--- src/rtl/led_cube_scan_driver.sv ---
`default_nettype none
// ============================================================================
//  Module      : led_cube_scan_driver
//  Description : Drives an N x N x N LED cube from a UART byte stream.
//                Decodes mode, brightness and frame-upload commands. Frames
//                are held in a double-buffered store. A layer-multiplexed
//                scan engine latches each layer's rows and then drives the
//                layer for a brightness-scaled share of its dwell period.
//  Revision    : 1.0 - initial release
// ============================================================================
module led_cube_scan_driver #(
    parameter int CUBE_N = 8,   // cube side length (2..8)
    parameter int DWELL  = 64,  // cycles per layer dwell phase (>= 16)
    parameter int CNT_W  = 8    // dwell counter width, must hold DWELL-1
) (
    input  logic              clk,
    input  logic              rst,
    input  logic [7:0]        uart_in,
    input  logic              readdatavalid,
    output logic [CUBE_N-1:0] layers_out,
    output logic [CUBE_N-1:0] latches_out,
    output logic [CUBE_N-1:0] data_out,
    output logic [3:0]        mode,
    output logic              frame_busy
);

    // ------------------------------------------------------------------------
    // Constants
    // ------------------------------------------------------------------------
    localparam int C_CELLS = CUBE_N * CUBE_N;
    localparam int C_IDX_W = $clog2(C_CELLS);
    localparam int C_POS_W = $clog2(CUBE_N);

    localparam logic [C_IDX_W-1:0] C_IDX_LAST   = C_IDX_W'(C_CELLS - 1);
    localparam logic [C_POS_W-1:0] C_POS_LAST   = C_POS_W'(CUBE_N - 1);
    localparam logic [CNT_W-1:0]   C_DWELL_LAST = CNT_W'(DWELL - 1);
    localparam logic [CNT_W+4:0]   C_DWELL_W    = (CNT_W + 5)'(DWELL);

    localparam logic [3:0] C_MODE_OFF    = 4'd0;
    localparam logic [3:0] C_MODE_STREAM = 4'd3;
    localparam logic [3:0] C_MODE_ALL_ON = 4'd5;
    localparam logic [3:0] C_MODE_HOLD   = 4'd6;

    localparam logic [3:0] C_CMD_MODE   = 4'hA;
    localparam logic [3:0] C_CMD_BRIGHT = 4'hB;
    localparam logic [3:0] C_CMD_FRAME  = 4'hC;

    localparam logic [3:0] C_BRIGHT_RST = 4'h8;

    // Scan phase within one layer
    typedef enum logic [0:0] {
        S_LATCH = 1'b0,
        S_DWELL = 1'b1
    } scan_state_t;

    // ------------------------------------------------------------------------
    // Registers
    // ------------------------------------------------------------------------
    // Command / frame store
    logic [3:0]         r_pending_mode;
    logic [3:0]         r_brightness;
    logic               r_frame_busy;
    logic               r_frame_ready;
    logic [C_IDX_W-1:0] r_byte_idx;
    logic               r_front;
    logic [CUBE_N-1:0]  r_buf [2][C_CELLS];

    // Scan engine
    scan_state_t        r_state;
    logic [3:0]         r_mode;
    logic [C_POS_W-1:0] r_layer;
    logic [C_POS_W-1:0] r_row;
    logic               r_strobe;
    logic [CNT_W-1:0]   r_cnt;
    logic [CNT_W:0]     r_on_cycles;

    // Registered pins
    logic [CUBE_N-1:0]  r_layers_out;
    logic [CUBE_N-1:0]  r_latches_out;
    logic [CUBE_N-1:0]  r_data_out;

    // ------------------------------------------------------------------------
    // Combinational signals
    // ------------------------------------------------------------------------
    scan_state_t        w_state;
    logic [3:0]         w_mode;
    logic [C_POS_W-1:0] w_layer;
    logic [C_POS_W-1:0] w_row;
    logic               w_strobe;
    logic [CNT_W-1:0]   w_cnt;
    logic [CNT_W:0]     w_on_cycles;
    logic               w_swap;

    logic [CNT_W:0]     w_on_calc;
    logic [C_IDX_W-1:0] w_rd_idx;
    logic [CUBE_N-1:0]  w_row_data;
    logic [CUBE_N-1:0]  w_row_onehot;
    logic [CUBE_N-1:0]  w_layer_onehot;
    logic [CUBE_N-1:0]  w_layers_nx;
    logic [CUBE_N-1:0]  w_latches_nx;
    logic [CUBE_N-1:0]  w_data_nx;
    logic               w_mode_legal;

    // Lit cycles per dwell: product formed at full width before the /16
    assign w_on_calc = (CNT_W + 1)'(({{(CNT_W + 1){1'b0}}, r_brightness} * C_DWELL_W) >> 4);

    // Front-buffer address of the row currently being latched
    assign w_rd_idx       = C_IDX_W'(int'(r_layer) * CUBE_N + int'(r_row));
    assign w_row_onehot   = {{(CUBE_N - 1){1'b0}}, 1'b1} << r_row;
    assign w_layer_onehot = {{(CUBE_N - 1){1'b0}}, 1'b1} << r_layer;

    // Only OFF, STREAM, ALL_ON and HOLD are accepted as mode codes
    assign w_mode_legal = (uart_in[3:0] == C_MODE_OFF)    ||
                          (uart_in[3:0] == C_MODE_STREAM) ||
                          (uart_in[3:0] == C_MODE_ALL_ON) ||
                          (uart_in[3:0] == C_MODE_HOLD);

    // Scan next-state: walks LATCH rows, then DWELL, advancing layer on the last dwell cycle
    always_comb begin
        w_state     = r_state;
        w_mode      = r_mode;
        w_layer     = r_layer;
        w_row       = r_row;
        w_strobe    = r_strobe;
        w_cnt       = r_cnt;
        w_on_cycles = r_on_cycles;
        w_swap      = 1'b0;

        if (r_mode == C_MODE_OFF) begin
            // Parked at the reset position; leave OFF as soon as a mode is pending
            w_state  = S_LATCH;
            w_layer  = '0;
            w_row    = '0;
            w_strobe = 1'b0;
            w_cnt    = '0;
            if (r_pending_mode != C_MODE_OFF) begin
                w_mode = r_pending_mode;
                w_swap = r_frame_ready && (r_pending_mode != C_MODE_HOLD);
            end
        end else begin
            case (r_state)
                S_LATCH: begin
                    if (!r_strobe) begin
                        w_strobe = 1'b1;
                    end else begin
                        w_strobe = 1'b0;
                        if (r_row == C_POS_LAST) begin
                            // Brightness is sampled once per dwell so a dwell never changes duty midway
                            w_state     = S_DWELL;
                            w_row       = '0;
                            w_cnt       = '0;
                            w_on_cycles = w_on_calc;
                        end else begin
                            w_row = r_row + 1'b1;
                        end
                    end
                end
                S_DWELL: begin
                    if (r_cnt == C_DWELL_LAST) begin
                        // Layer boundary: the only point where a new mode is applied
                        w_mode  = r_pending_mode;
                        w_state = S_LATCH;
                        w_cnt   = '0;
                        if (r_layer == C_POS_LAST) begin
                            w_layer = '0;
                            w_swap  = r_frame_ready && (r_pending_mode != C_MODE_HOLD);
                        end else begin
                            w_layer = r_layer + 1'b1;
                        end
                        if (r_pending_mode == C_MODE_OFF) begin
                            w_layer = '0;
                        end
                    end else begin
                        w_cnt = r_cnt + 1'b1;
                    end
                end
                default: begin
                    w_state = S_LATCH;
                end
            endcase
        end
    end

    // Scan state register
    always_ff @(posedge clk) begin
        if (rst) begin
            r_state     <= S_LATCH;
            r_mode      <= C_MODE_OFF;
            r_layer     <= '0;
            r_row       <= '0;
            r_strobe    <= 1'b0;
            r_cnt       <= '0;
            r_on_cycles <= '0;
        end else begin
            r_state     <= w_state;
            r_mode      <= w_mode;
            r_layer     <= w_layer;
            r_row       <= w_row;
            r_strobe    <= w_strobe;
            r_cnt       <= w_cnt;
            r_on_cycles <= w_on_cycles;
        end
    end

    // Pin values for the current scan position (layers stay dark during LATCH)
    always_comb begin
        w_layers_nx  = '0;
        w_latches_nx = '0;
        w_data_nx    = '0;
        w_row_data   = (r_mode == C_MODE_ALL_ON) ? {CUBE_N{1'b1}} : r_buf[r_front][w_rd_idx];
        if (r_mode != C_MODE_OFF) begin
            if (r_state == S_LATCH) begin
                w_data_nx = w_row_data;
                if (r_strobe) begin
                    w_latches_nx = w_row_onehot;
                end
            end else if ({1'b0, r_cnt} < r_on_cycles) begin
                w_layers_nx = w_layer_onehot;
            end
        end
    end

    // Output pin registers
    always_ff @(posedge clk) begin
        if (rst) begin
            r_layers_out  <= '0;
            r_latches_out <= '0;
            r_data_out    <= '0;
        end else begin
            r_layers_out  <= w_layers_nx;
            r_latches_out <= w_latches_nx;
            r_data_out    <= w_data_nx;
        end
    end

    // Command decode, frame upload into the back buffer, and buffer swap
    always_ff @(posedge clk) begin
        if (rst) begin
            r_pending_mode <= C_MODE_OFF;
            r_brightness   <= C_BRIGHT_RST;
            r_frame_busy   <= 1'b0;
            r_frame_ready  <= 1'b0;
            r_byte_idx     <= '0;
            r_front        <= 1'b0;
            for (int i = 0; i < C_CELLS; i++) begin
                r_buf[0][i] <= '0;
                r_buf[1][i] <= '0;
            end
        end else begin
            if (w_swap) begin
                r_front       <= ~r_front;
                r_frame_ready <= 1'b0;
            end
            if (readdatavalid) begin
                if (r_frame_busy) begin
                    // Every byte inside an upload is row data, whatever its value
                    r_buf[~r_front][r_byte_idx] <= uart_in[CUBE_N-1:0];
                    if (r_byte_idx == C_IDX_LAST) begin
                        r_frame_busy  <= 1'b0;
                        r_frame_ready <= 1'b1;
                    end else begin
                        r_byte_idx <= r_byte_idx + 1'b1;
                    end
                end else begin
                    case (uart_in[7:4])
                        C_CMD_MODE: begin
                            if (w_mode_legal) begin
                                r_pending_mode <= uart_in[3:0];
                            end
                        end
                        C_CMD_BRIGHT: begin
                            r_brightness <= uart_in[3:0];
                        end
                        C_CMD_FRAME: begin
                            // A new header overrides any ready flag, including a same-cycle swap clear
                            r_frame_busy  <= 1'b1;
                            r_byte_idx    <= '0;
                            r_frame_ready <= 1'b0;
                        end
                        default: begin
                        end
                    endcase
                end
            end
        end
    end

    assign layers_out  = r_layers_out;
    assign latches_out = r_latches_out;
    assign data_out    = r_data_out;
    assign mode        = r_mode;
    assign frame_busy  = r_frame_busy;

endmodule
`default_nettype wire

--- config.mk ---
export PLATFORM = sky130hd
export DESIGN_NAME = led_cube_scan_driver
export DESIGN_NICKNAME = d
export VERILOG_FILES = /design/src/rtl/led_cube_scan_driver.sv
export SDC_FILE = /design/constraint.sdc
export NUM_CORES = 2
export LEC_CHECK = 0
export ABC_CLOCK_PERIOD_IN_PS = 2910
export CAP_MARGIN = 20
export CORE_ASPECT_RATIO = 0.5
export CORE_MARGIN = 2
export CORE_UTILIZATION = 56
export CTS_CLUSTER_SIZE = 16
export DETAILED_ROUTE_END_ITERATION = 16
export HOLD_SLACK_MARGIN = 0.15
export PLACE_DENSITY = 0.72
export SKIP_LAST_GASP = 1
export SYNTH_ARGS = -nofsm -noshare
export SYNTH_HDL_FRONTEND = slang
export SYNTH_SLANG_ARGS = --single-unit
--- constraint.sdc ---
create_clock -name clk -period 2.91 [get_ports clk]
set_clock_uncertainty 0.15 [all_clocks]
set_input_delay 0.582 -clock clk [delete_from_list [all_inputs] [get_ports clk]]
set_output_delay 0.582 -clock clk [all_outputs]
set_load 0.01 [all_outputs]
==> out/metrics.yaml <==
min_path:
  hold_depth: 3
  hold_path.class: "in2reg"
  worstHoldEndpoint: "r_brightness[0]"
  min-delay-start: "rst"
global_route:
  antenna_found_initial: 4
  grt_pass1_vias: 30700
  grt_pass1_wl_um: 194000
  grt.total_usage_pct: 28.2
  overflow: 0
  grt_start_max_net_pins: 129
synth:
  synth.cell_area_um2: 50400
  syn_area_per_cell_um2: 14.1
  synth_seq_area_share_pct: 63.6
  yosys_warnings: 0
  async_reset_ff_share_pct: 0
  synthCells: 3565
  synth-edff-count: 1024
  ys_ff_latch: 1090
  syn_nets: 3591
  ys_types: 56
  synth_top_flop_cell: "edfxtp_1"
die:
  ios: 40
  design.core.area_um2: 88700
  rows: 77
  die_w_um: 428
  die_area_um2: 92600
  fp.dieH_um: 216
  start_util_pct: 56.8
drt:
  num_vias: 31000
  wire_per_inst_um: 26.0
  vias_per_cell: 6.20
  first_iter_violations: 3958
  wirelength_um: 130000
  dr.pass1.iters: 8
  drc: 0
  drtAntennaViolNets: 0
clocking:
  clkLatencyLatePin_ns: 0.68
  clock_sinks: 1090
  ctsHtreeMaxLevel: 3
  cts_hold_buf: 0
  clk_path_buf_depth: 3
  root_buffer: "clkbuf_16"
  numCtsBuffers: 95
  clk_pin_slew_ns: 0.07
  cts_tree: "built"
place:
  io_buffers: 39
  dp_hpwl_um: 86500
  dp_worst_setup_slack_ns: -0.258
  postPlaceCellArea_um2: 54000
  place.gp.congestion: 0.898
  post-place-cells: 4827
sta:
  min_period_ns: 2.84
  final_max_slew_viol_count: 0
  rsz0062_at_grt: "false"
  setup_violations: 0
  setup_tns_ns: 0
  fmax_mhz: 352
  finalHoldViolations: 0
  period_share_pct: 97.7
  whs_ns: 0.268
  worst_slack_ns: 0.0682
  maxSlewHeadroom_pct: 32.5
  tightest_slew_ns: 1.01
finish:
  design_area_um2: 56800
  drive_gt1_share_pct: 22.4
  layout.nets: 3769
  final_util_pct: 64.0
  fin_cells: 4995
  areaGrowthSynthToFinish_pct: 12.8
setup_path:
  start_kind: "flip-flop"
  cp_max_fo: 37
  worstPathArrival_ns: 3.24
  reg2reg_slack_ns: 0.07
  reg2reg_to: "data_out[2]"
  crit_required_ns: 3.31
  worstSetupEndpointType: "flip-flop"
  critical_path_class: "reg2reg"
  r2r_cells: 9
status:
  status: "finished clean"
power_and_ir_drop:
  cellPowerDensity_nw_per_um2: 550
  ir_worst_vdd_mv: 0.337
  p_leak_nw: 19.5
  p_total_mw: 31.2
run:
  maxCapViolations: 0
[kinds of logic (layout without fill, tap and decap cells)]
logic type / after synthesis / count (layout) / share of synthesized area, %
and+or+nand+nor: 1519 / 1519 / 17.0
DFF: 1090 / 1090 / 63.6
muxes: 384 / 384 / 12.7
buffers and inverters: 326 / 570 / 3.01
AOI/OAI and AO/OA: 218 / 218 / 3.00
adders and majority gates: 15 / 15 / 0.372
xor gates and xnor gates: 13 / 13 / 0.226
other: 0 / 1 / 0
[repair_timing]
item                                   4_1_cts  5_1_grt
setup endpoints to repair                    5        3
gates resized for setup                      0        4
endpoints found under the hold margin        0        0
buffers inserted                             3        0
[cell type report]
type	count	area (µm²)
Fill cell	6283	31900
Multi-Input combinational cell	2149	16800
Timing Repair Buffer	390	3550
Tap cell	1185	1480
Antenna cell	1	2.50
Clock inverter	34	206
Inverter	17	68.8
Clock buffer	129	2590
Sequential cell	1090	32100
[power by group]
part / internal (mW) / switching, mW
logic: 0.414 / 0.845
registers: 17.8 / 0.243
clock network: 6.38 / 5.59
[sequential cells by signal (all words and copies together) (netlist names), 3 cells and up, named ones only]
register        cells
r_cnt               8
r_brightness        4
r_on_cycles         4
data_out            8
r_byte_idx          6
r_pending_mode      4
latches_out         8
r_layer             3
r_buf            1024
mode                4
layers_out          8
r_row               3
[synth_stat cells, drive strengths merged, types with 6 or more instances]
library cell	count	area share (%)
mux2i	172	3.4
or3	6	0.074
o22ai	9	0.11
buf	96	1.3
a22oi	39	0.58
ha	15	0.37
nand2b	8	0.099
a21oi	51	0.51
nor4	6	0.074
o21ai	30	0.30
a221oi	38	0.73
xor2	10	0.17
a211oi	7	0.10
a32oi	10	0.17
inv	17	0.13
nand3	24	0.24
mux2	7	0.16
a31oi	13	0.16
mux4	205	9.2
clkbuf	213	1.6
or2	129	1.6
o31ai	9	0.13
nor3	257	2.6
nor2	190	1.6
and3	8	0.099
and2	784	9.7
nand2	80	0.60
edfxtp	1024	61
nor2b	12	0.15
dfxtp	66	2.6
[cells in the final DEF, fill, tap and decap left out, drive strengths merged, types with 10 or more instances in the layout]
| master | n |
|---|---|
| edfxtp | 1024 |
| nor2 | 190 |
| nand2 | 80 |
| and2 | 784 |
| a22oi | 39 |
| a32oi | 10 |
| or2 | 129 |
| ha | 15 |
| mux4 | 205 |
| nand3 | 24 |
| a21oi | 51 |
| a31oi | 13 |
| buf | 358 |
| clkinv | 30 |
| a221oi | 38 |
| xor2 | 10 |
| clkbuf | 129 |
| o21ai | 30 |
| mux2i | 172 |
| clkdlybuf4s50 | 32 |
| inv | 18 |
| dfxtp | 66 |
| nor3 | 257 |
| nor2b | 12 |
[how the worst max path moves through the flow]
stage	startpoint	to	slack (ns)	cells after the start
2_1_floorplan	rst	r_buf[0][488]	0.53	6
3_3_place_gp	readdatavalid	r_buf[0][336]	-0.22	6
3_5_place_dp	readdatavalid	r_buf[0][344]	-0.26	6
4_1_cts	r_row[2]	data_out[6]	0.06	8
5_1_grt	flip-flop	data_out[2]	0.0005	9
6_report	flip-flop	data_out[2]	0.07	9
[critical path, stage by stage, from the launching register on]
cell,delay (ns)
dfxtp_4,0.39
buf_12,0.12
buf_4,0.15
buf_12,0.28
buf_4,0.26
mux4_2,0.56
mux2i_1,0.15
a221oi_1,0.11
a21oi_1,0.40
a21oi_1,0.12
[metal layers]
layer / global-route usage, % / vias up / routed length, µm
met3: 6.29 / 224 / 13700
met5: 0 / - / 49
met1: 40.0 / 15600 / 52700
li1: - / 13500 / -
met4: 7.85 / 6 / 3600
met2: 44.2 / 1657 / 59900
Power figures use the tool's default switching activity.
